## config.mk

```make
export PLATFORM = sky130hd
export DESIGN_NAME = ascon_spi_ctrl_flat
export DESIGN_NICKNAME = d
export VERILOG_FILES = /design/src/rtl/ascon_spi_ctrl_pkg.sv /design/src/rtl/ascon_spi_ctrl_if.sv /design/src/rtl/ascon_spi_ctrl_spi_pin_sync.sv /design/src/rtl/ascon_spi_ctrl.sv /design/src/flat_wrapper.sv
export SDC_FILE = /design/constraint.sdc
export NUM_CORES = 1
export LEC_CHECK = 0
export ABC_AREA = 1
export BUFFER_PORTS_ARGS = -buffer_cell sky130_fd_sc_hd__clkbuf_2
export CORE_MARGIN = 2
export CORE_UTILIZATION = 30
export CTS_CLUSTER_DIAMETER = 40
export DETAILED_ROUTE_END_ITERATION = 8
export PLACE_DENSITY = 0.54
export SYNTH_ARGS = -nofsm -noshare
export SYNTH_HDL_FRONTEND = slang
export SYNTH_SLANG_ARGS = --single-unit
```

## constraint.sdc

```tcl
create_clock -name clk -period 2.5 [get_ports clk]
set_input_delay 0.375 -clock clk [delete_from_list [all_inputs] [get_ports clk]]
set_output_delay 0.375 -clock clk [all_outputs]
set_load 0.005 [all_outputs]
```

## src/rtl/ascon_spi_ctrl_pkg.sv

```systemverilog
// Shared definitions for the ascon SPI front-end: operation codes, register
// map, FSM encoding and the per-address payload length.
package ascon_spi_ctrl_pkg;

    typedef enum logic [2:0] {
        MODE_IDLE    = 3'd0,
        MODE_ENCRYPT = 3'd1,
        MODE_DECRYPT = 3'd2,
        MODE_HASH    = 3'd3,
        MODE_XOF     = 3'd4,
        MODE_CXOF    = 3'd5
    } op_mode_e;

    localparam logic [3:0] ADDR_REG0 = 4'd0;
    localparam logic [3:0] ADDR_REG1 = 4'd1;
    localparam logic [3:0] ADDR_REG2 = 4'd2;
    localparam logic [3:0] ADDR_CTRL = 4'd3;
    localparam logic [3:0] ADDR_S0   = 4'd4;
    localparam logic [3:0] ADDR_S1   = 4'd5;
    localparam logic [3:0] ADDR_S2   = 4'd6;
    localparam logic [3:0] ADDR_S3   = 4'd7;
    localparam logic [3:0] ADDR_S4   = 4'd8;

    typedef enum logic [2:0] {
        ST_IDLE  = 3'd0,
        ST_CMD   = 3'd1,
        ST_WDATA = 3'd2,
        ST_RDATA = 3'd3,
        ST_DONE  = 3'd4
    } spi_state_e;

    // Unmapped addresses still consume one byte before the frame goes quiet.
    function automatic logic [7:0] payload_len(input logic [3:0] addr);
        if (addr <= ADDR_REG2) return 8'd128;
        if (addr == ADDR_CTRL) return 8'd8;
        if (addr <= ADDR_S4)   return 8'd64;
        return 8'd8;
    endfunction

endpackage

```

## src/rtl/ascon_spi_ctrl_if.sv

```systemverilog
// SPI pin bundle between the host (master) and the ascon front-end (slave).
interface ascon_spi_ctrl_if;
    logic spi_sclk;
    logic spi_cs_n;
    logic spi_mosi;
    logic spi_miso;

    modport master (output spi_sclk, output spi_cs_n, output spi_mosi, input spi_miso);
    modport slave  (input spi_sclk, input spi_cs_n, input spi_mosi, output spi_miso);
endinterface

```

## src/rtl/ascon_spi_ctrl_spi_pin_sync.sv

```systemverilog
// Multi-flop synchroniser for one SPI pin with rise/fall detection on the
// synchronised value.
module spi_pin_sync #(
    parameter int   SYNC_STAGES = 2,
    parameter logic RST_VAL     = 1'b0
) (
    input  logic clk,
    input  logic rst_n,
    input  logic pin_i,
    output logic sync_o,
    output logic rise_o,
    output logic fall_o
);

    logic [SYNC_STAGES-1:0] sync_q;
    logic                   prev_q;

    always_ff @(posedge clk or negedge rst_n) begin
        if (!rst_n) begin
            sync_q <= {SYNC_STAGES{RST_VAL}};
            prev_q <= RST_VAL;
        end else begin
            sync_q <= {sync_q[SYNC_STAGES-2:0], pin_i};
            prev_q <= sync_q[SYNC_STAGES-1];
        end
    end

    assign sync_o = sync_q[SYNC_STAGES-1];
    assign rise_o = sync_q[SYNC_STAGES-1] & ~prev_q;
    assign fall_o = ~sync_q[SYNC_STAGES-1] & prev_q;

endmodule

```

## src/rtl/ascon_spi_ctrl.sv

```systemverilog
// SPI mode-0 slave that loads the ascon key/text/AD registers, the operation
// mode, shifts state words bit-serially and reads state back over MISO.
module ascon_spi_ctrl
    import ascon_spi_ctrl_pkg::*;
#(
    parameter int SYNC_STAGES = 2
) (
    input  logic            clk,
    input  logic            rst_n,
    ascon_spi_ctrl_if.slave spi,
    input  logic            core_busy,
    input  logic [63:0]     S_0_reg,
    input  logic [63:0]     S_1_reg,
    input  logic [63:0]     S_2_reg,
    input  logic [63:0]     S_3_reg,
    input  logic [63:0]     S_4_reg,
    output logic [127:0]    reg0_128b,
    output logic [127:0]    reg1_128b,
    output logic [127:0]    reg2_128b,
    output logic [2:0]      operation_mode,
    output logic            operation_ready,
    output logic            state_shift_en,
    output logic [2:0]      state_shift_sel,
    output logic            state_shift_lsb
);

    logic sclk_sync, sclk_rise, sclk_fall;
    logic cs_sync, cs_rise, cs_fall;
    logic mosi_sync, mosi_rise, mosi_fall;
    logic unused_sync;

    spi_pin_sync #(.SYNC_STAGES(SYNC_STAGES), .RST_VAL(1'b0)) u_sync_sclk (
        .clk(clk), .rst_n(rst_n), .pin_i(spi.spi_sclk),
        .sync_o(sclk_sync), .rise_o(sclk_rise), .fall_o(sclk_fall)
    );

    // cs_n comes out of reset looking asserted so a select already low when
    // reset is released never produces a fall and cannot start a frame.
    spi_pin_sync #(.SYNC_STAGES(SYNC_STAGES), .RST_VAL(1'b0)) u_sync_cs (
        .clk(clk), .rst_n(rst_n), .pin_i(spi.spi_cs_n),
        .sync_o(cs_sync), .rise_o(cs_rise), .fall_o(cs_fall)
    );

    spi_pin_sync #(.SYNC_STAGES(SYNC_STAGES), .RST_VAL(1'b0)) u_sync_mosi (
        .clk(clk), .rst_n(rst_n), .pin_i(spi.spi_mosi),
        .sync_o(mosi_sync), .rise_o(mosi_rise), .fall_o(mosi_fall)
    );

    assign unused_sync = ^{sclk_sync, cs_sync, mosi_rise, mosi_fall};

    spi_state_e   state_q;
    logic [7:0]   bit_cnt_q;
    logic [6:0]   cmd_q;
    logic [3:0]   addr_q;
    logic [127:0] shadow_q;
    logic         commit_q;
    logic [127:0] reg0_q, reg1_q, reg2_q;
    logic [2:0]   mode_q;
    logic         ready_q, shift_en_q, shift_lsb_q, miso_q;
    logic [2:0]   shift_sel_q;

    logic [7:0]   cmd_d;
    logic [7:0]   ctrl_byte_d;
    logic [7:0]   bit_cnt_d;
    logic [127:0] shadow_d;
    logic [127:0] rd_value;
    logic         last_bit;
    logic         is_state_addr;

    assign cmd_d         = {cmd_q, mosi_sync};
    assign ctrl_byte_d   = {shadow_q[6:0], mosi_sync};
    assign bit_cnt_d     = bit_cnt_q + 8'd1;
    assign shadow_d      = {shadow_q[126:0], mosi_sync};
    assign last_bit      = (bit_cnt_q == payload_len(addr_q) - 8'd1);
    assign is_state_addr = (addr_q >= ADDR_S0) && (addr_q <= ADDR_S4);

    // Read data is captured left-aligned so MISO always shifts out of bit 127.
    always_comb begin
        rd_value = '0;
        case (cmd_d[3:0])
            ADDR_REG0: rd_value = reg0_q;
            ADDR_REG1: rd_value = reg1_q;
            ADDR_REG2: rd_value = reg2_q;
            ADDR_CTRL: rd_value = {core_busy, 4'b0000, mode_q, 120'd0};
            ADDR_S0:   rd_value = {S_0_reg, 64'd0};
            ADDR_S1:   rd_value = {S_1_reg, 64'd0};
            ADDR_S2:   rd_value = {S_2_reg, 64'd0};
            ADDR_S3:   rd_value = {S_3_reg, 64'd0};
            ADDR_S4:   rd_value = {S_4_reg, 64'd0};
            default:   rd_value = '0;
        endcase
    end

    always_ff @(posedge clk or negedge rst_n) begin
        if (!rst_n) begin
            state_q     <= ST_IDLE;
            bit_cnt_q   <= '0;
            cmd_q       <= '0;
            addr_q      <= '0;
            shadow_q    <= '0;
            commit_q    <= 1'b0;
            reg0_q      <= '0;
            reg1_q      <= '0;
            reg2_q      <= '0;
            mode_q      <= MODE_IDLE;
            ready_q     <= 1'b0;
            shift_en_q  <= 1'b0;
            shift_sel_q <= '0;
            shift_lsb_q <= 1'b0;
            miso_q      <= 1'b0;
        end else begin
            ready_q    <= 1'b0;
            shift_en_q <= 1'b0;
            commit_q   <= 1'b0;

            // A completed 128-bit frame lands one cycle after its last bit.
            if (commit_q && !core_busy) begin
                case (addr_q)
                    ADDR_REG0: reg0_q <= shadow_q;
                    ADDR_REG1: reg1_q <= shadow_q;
                    ADDR_REG2: reg2_q <= shadow_q;
                    default: ;
                endcase
            end

            if (cs_rise) begin
                state_q <= ST_IDLE;
                miso_q  <= 1'b0;
            end else begin
                case (state_q)
                    ST_IDLE: begin
                        if (cs_fall) begin
                            state_q   <= ST_CMD;
                            bit_cnt_q <= '0;
                        end
                    end
                    ST_CMD: begin
                        if (sclk_rise) begin
                            cmd_q     <= cmd_d[6:0];
                            bit_cnt_q <= bit_cnt_d;
                            if (bit_cnt_q == 8'd7) begin
                                addr_q    <= cmd_d[3:0];
                                bit_cnt_q <= '0;
                                if (cmd_d[7]) begin
                                    shadow_q <= rd_value;
                                    state_q  <= ST_RDATA;
                                end else begin
                                    state_q  <= ST_WDATA;
                                end
                            end
                        end
                    end
                    ST_WDATA: begin
                        if (sclk_rise) begin
                            shadow_q  <= shadow_d;
                            bit_cnt_q <= bit_cnt_d;
                            if (is_state_addr && !core_busy) begin
                                shift_en_q  <= 1'b1;
                                shift_sel_q <= 3'(addr_q - ADDR_S0);
                                shift_lsb_q <= mosi_sync;
                            end
                            if (last_bit) begin
                                state_q <= ST_DONE;
                                if (addr_q <= ADDR_REG2) commit_q <= 1'b1;
                                if (addr_q == ADDR_CTRL && !core_busy) begin
                                    mode_q  <= ctrl_byte_d[2:0];
                                    ready_q <= ctrl_byte_d[7];
                                end
                            end
                        end
                    end
                    ST_RDATA: begin
                        if (sclk_fall) begin
                            miso_q   <= shadow_q[127];
                            shadow_q <= {shadow_q[126:0], 1'b0};
                        end
                        if (sclk_rise) begin
                            bit_cnt_q <= bit_cnt_d;
                            if (last_bit) begin
                                state_q <= ST_DONE;
                                miso_q  <= 1'b0;
                            end
                        end
                    end
                    ST_DONE: ;
                    default: state_q <= ST_IDLE;
                endcase
            end
        end
    end

    assign reg0_128b       = reg0_q;
    assign reg1_128b       = reg1_q;
    assign reg2_128b       = reg2_q;
    assign operation_mode  = mode_q;
    assign operation_ready = ready_q;
    assign state_shift_en  = shift_en_q;
    assign state_shift_sel = shift_sel_q;
    assign state_shift_lsb = shift_lsb_q;
    assign spi.spi_miso    = miso_q;

endmodule

```

## src/flat_wrapper.sv

```systemverilog
// flat-port wrapper written by rule: the top's interface ports become plain ports
module ascon_spi_ctrl_flat import ascon_spi_ctrl_pkg::*;
#(
    parameter int SYNC_STAGES = 2
)
  (clk, rst_n, core_busy, S_0_reg, S_1_reg, S_2_reg, S_3_reg, S_4_reg, reg0_128b, reg1_128b, reg2_128b, operation_mode, operation_ready, state_shift_en, state_shift_sel, state_shift_lsb, spi_spi_sclk, spi_spi_cs_n, spi_spi_mosi, spi_spi_miso);
  ascon_spi_ctrl_if spi_i ();
  input  logic clk;
  input  logic rst_n;
  input  logic core_busy;
  input  logic [63:0] S_0_reg;
  input  logic [63:0] S_1_reg;
  input  logic [63:0] S_2_reg;
  input  logic [63:0] S_3_reg;
  input  logic [63:0] S_4_reg;
  output logic [127:0] reg0_128b;
  output logic [127:0] reg1_128b;
  output logic [127:0] reg2_128b;
  output logic [2:0] operation_mode;
  output logic operation_ready;
  output logic state_shift_en;
  output logic [2:0] state_shift_sel;
  output logic state_shift_lsb;
  input wire logic [$bits(spi_i.spi_sclk)-1:0] spi_spi_sclk;
  input wire logic [$bits(spi_i.spi_cs_n)-1:0] spi_spi_cs_n;
  input wire logic [$bits(spi_i.spi_mosi)-1:0] spi_spi_mosi;
  output wire logic [$bits(spi_i.spi_miso)-1:0] spi_spi_miso;
  assign spi_i.spi_sclk = spi_spi_sclk;
  assign spi_i.spi_cs_n = spi_spi_cs_n;
  assign spi_i.spi_mosi = spi_spi_mosi;
  assign spi_spi_miso = spi_i.spi_miso;
  ascon_spi_ctrl #(.SYNC_STAGES(SYNC_STAGES)) u_core (.clk(clk), .rst_n(rst_n), .spi(spi_i), .core_busy(core_busy), .S_0_reg(S_0_reg), .S_1_reg(S_1_reg), .S_2_reg(S_2_reg), .S_3_reg(S_3_reg), .S_4_reg(S_4_reg), .reg0_128b(reg0_128b), .reg1_128b(reg1_128b), .reg2_128b(reg2_128b), .operation_mode(operation_mode), .operation_ready(operation_ready), .state_shift_en(state_shift_en), .state_shift_sel(state_shift_sel), .state_shift_lsb(state_shift_lsb));
endmodule
```

==> flow_metrics.env <==
export IMPL_layout_drive_gt1_share_pct=23.9
export IMPL_clkLatencyLatePin_ns=0.66
export IMPL_grt_pass1_wl_um=161000
export IMPL_antenna_found_initial=2
export IMPL_grt_use_total_pct=23.3
export IMPL_syn_inst=3453
export IMPL_cts_root_buf="clkbuf_16"
export IMPL_crit_path_end_kind="flip-flop"
export IMPL_io_buffers=719
export IMPL_htreeDepth=3
export IMPL_coreArea_sq_um=86900
export IMPL_min_path_cells=5
export IMPL_hp_start="S_2_reg[33]"
export IMPL_dp_cells=5200
export IMPL_fin_crit_sh_pct=90.8
export IMPL_rsz0062_at_grt="false"
export IMPL_synth_top_cell_area_share_pct=52.5
export IMPL_crit_top_cell="nand2_1"
export IMPL_yosysSeqAreaShare_pct=52.5
export IMPL_slowest_stage="dfrtp_1"
export IMPL_cp_max_fo=26
export IMPL_tritoncts="yes"
export IMPL_hold_class="in -> reg"
export IMPL_clkTransAtPathRegs_ns=0.05
export IMPL_maxCapViolCount=0
export IMPL_vias=26000
export IMPL_post_route_min_period_ns=2.27
export IMPL_ant_nets=0
export IMPL_dpl_hpwl_um=77700
export IMPL_synth_cell_type_count=32
export IMPL_outcome="completed"
export IMPL_finalWirelength_um=108000
export IMPL_cp_start_kind="flip-flop"
export IMPL_syn_num_nets=3780
export IMPL_dieArea_sq_um=90300
export IMPL_setup_violations=0
export IMPL_required_ns=3.03
export IMPL_synth_seq_cells=553
export IMPL_drt_initial_drc_count=2016
export IMPL_r2r_start="u_core.cmd_q[2]"
export IMPL_cts_buffer_depth=3
export IMPL_fp_dieH_um=300
export IMPL_peakVddDrop_mv=0.696
export IMPL_syn_area_sq_um=26400
export IMPL_final_setup_tns_ns=0
export IMPL_power_density_nw_per_um2=919
export IMPL_synth_avg_cell_area_sq_um=7.64
export IMPL_post_cts_resized=0
export IMPL_max_freq_mhz=440
export IMPL_final_cell_area_sq_um=35300
export IMPL_drt_pass1_iter_count=5
export IMPL_areaGrowthSynthToFinish_pct=33.8
export IMPL_worst_slew_margin_rel_pct=45.5
export IMPL_initial_core_util_pct=30.4
export IMPL_p_leak_nw=17.8
export IMPL_rrSetupSlack_ns=0.23
export IMPL_viasPerCell=4.83
export IMPL_cts_buffers=99
export IMPL_synth_warnings=0
export IMPL_cts_sinks=553
export IMPL_yosys_area_top_type="dfrtp_1"
export IMPL_wl_per_cell_um=20.1
export IMPL_finalHoldViolCount=0
export IMPL_grt_pass1_vias=24700
export IMPL_drc=0
export IMPL_placed_cell_area_sq_um=31600
export IMPL_total_power_mw=32.4
export IMPL_gp_congestion=0.911
export IMPL_tightest_slew_ns=0.817
export IMPL_rows=108
export IMPL_io_pins=720
export IMPL_grt_max_degree=145
export IMPL_stdcell_count=5390
export IMPL_drv_slew=0
export IMPL_grt_overflow_total=0
export IMPL_worst_path_largest_cell_delay_ns=0.42
export IMPL_die_w_um=300
export IMPL_synth_area_leaders="dfrtp_1 (52%), nand2_1 (20%), o21ai_0 (10%)"
export IMPL_path_class="reg -> reg"
export IMPL_crit_arrival_ns=2.80
export IMPL_nets=4477
export IMPL_worst_r2r_endpoint="u_core.shadow_q[64]"
export IMPL_path_cells="nor2_2, nand2_1, inv_6, buf_12, buf_4, nand2_1, nand4_1, o21ai_0, a21boi_1"
export IMPL_finClkSkew_ns=0.0608
export IMPL_worstHoldEndpoint="u_core.shadow_q[97]"
export IMPL_reg2reg_depth=9
==> cell usage after synthesis (all sizes together) <==
| cell type | instances |
|---|---|
| nor4 | 2 |
| o21ai | 571 |
| nand4 | 82 |
| mux2 | 1 |
| xor2 | 2 |
| nor2 | 192 |
| a21oi | 61 |
| nand2b | 1 |
| nor3 | 6 |
| ha | 1 |
| a211oi | 2 |
| a22oi | 1 |
| nand3b | 2 |
| nand3 | 109 |
| buf | 94 |
| nand2 | 1424 |
| a21boi | 42 |
| inv | 188 |
| clkbuf | 119 |
| dfrtp | 553 |
==> per-layer routing <==
layer  global-route usage, %  part of all wire [%]  vias up
li1                        -                     -    12500
met1                    30.0                    42    12400
met2                    37.6                    46      980
met3                    6.69                   8.8      154
met4                    7.82                   3.2        2
met5                       0                 0.012        -
==> layout make-up <==
class / count / area [sq um]
Clock buffer: 117 / 2700
Inverter: 188 / 718
Timing Repair Buffer: 809 / 4780
Multi-Input combinational cell: 2499 / 10800
Clock inverter: 67 / 948
Sequential cell: 553 / 13800
Antenna cell: 2 / 5.00
Fill cell: 8967 / 51600
Tap cell: 1155 / 1450
==> how the worst max path moves through the flow <==
stage	startpoint	end	slack, ns	depth (start not counted)
2_1_floorplan	u_core.bit_cnt_q[0]	u_core.shadow_q[112]	0.78	11
3_3_place_gp	u_core.cmd_q[2]	u_core.shadow_q[64]	0.36	9
3_5_place_dp	u_core.cmd_q[2]	u_core.shadow_q[64]	0.34	9
4_1_cts	u_core.cmd_q[2]	u_core.shadow_q[64]	0.27	9
5_1_grt	u_core.cmd_q[2]	u_core.shadow_q[64]	0.08	9
6_report	u_core.cmd_q[2]	u_core.shadow_q[64]	0.23	9
==> sequential cells by signal (all words and copies together), names as in the netlist, 4 cells and up <==
name,count
u_core.addr_q,4
u_core.cmd_q,7
u_core.reg2_128b,128
u_core.reg1_128b,128
u_core.reg0_128b,128
u_core.shadow_q,128
u_core.bit_cnt_q,8
==> critical path: cells and delay by family (launching register included) <==
kind	cells	cell delay, ns
AO/OA/AOI/OAI	2	0.28
buffers and inverters	3	0.65
flip-flops	1	0.42
AND/OR/NAND/NOR	4	0.74
==> repair_timing <==
| action | CTS | global route |
|---|---|---|
| hold buffers | 4 | 0 |
| hold endpoints to repair | 72 | 0 |
| buffers inserted | 0 | 0 |
==> where the power goes <==
part	internal (mW)	leakage, nW	switching, mW
clock network	9.36	1.76	5.11
registers	9.63	7.55	0.243
logic	2.30	8.52	5.77
==> cells in the final DEF, fill, tap and decap left out, types with 3 or more instances in the layout <==
cell type | Yosys | routed
clkbuf_8 | 0 | 15
inv_1 | 179 | 178
dfrtp_1 | 553 | 553
clkinv_16 | 0 | 5
nor2_2 | 4 | 3
clkbuf_16 | 0 | 99
nor3_1 | 4 | 4
nor2_1 | 186 | 185
o21ai_1 | 39 | 39
inv_6 | 0 | 11
clkbuf_1 | 119 | 3
a21oi_1 | 61 | 61
buf_4 | 18 | 47
dlygate4sd3_1 | 0 | 4
buf_12 | 0 | 39
nand3_1 | 109 | 107
inv_2 | 8 | 7
clkinv_4 | 0 | 8
bufinv_16 | 0 | 15
a21boi_1 | 41 | 41
nor2_4 | 2 | 4
clkinvlp_4 | 0 | 11
nand4_1 | 82 | 82
o21ai_0 | 531 | 531
clkbuf_2 | 0 | 718
clkinv_2 | 0 | 17
nand2_1 | 1423 | 1423
==> per-stage QoR <==
step / utilization (%) / setup WS, ns / hold slack [ns]
global placement: 36.4 / 0.357 / 0.317
global route: 40.6 / 0.0781 / 0.135
detailed placement: 36.4 / 0.341 / 0.317
floorplan: - / 0.777 / 0.0794
CTS: 40.6 / 0.269 / 0.0933
finish: 40.6 / 0.230 / 0.146
==> cell families after synthesis <==
logic type,count (synthesis),synth area share [%]
AOI/OAI and AO/OA,677,13.3
xor gates and xnor gates,2,0.0664
adders and majority gates,1,0.0474
buffers and inverters,401,6.63
DFF,553,52.5
muxes,1,0.0427
and+or+nand+nor,1818,27.4
No activity file was read; power rests on OpenSTA's default activity.
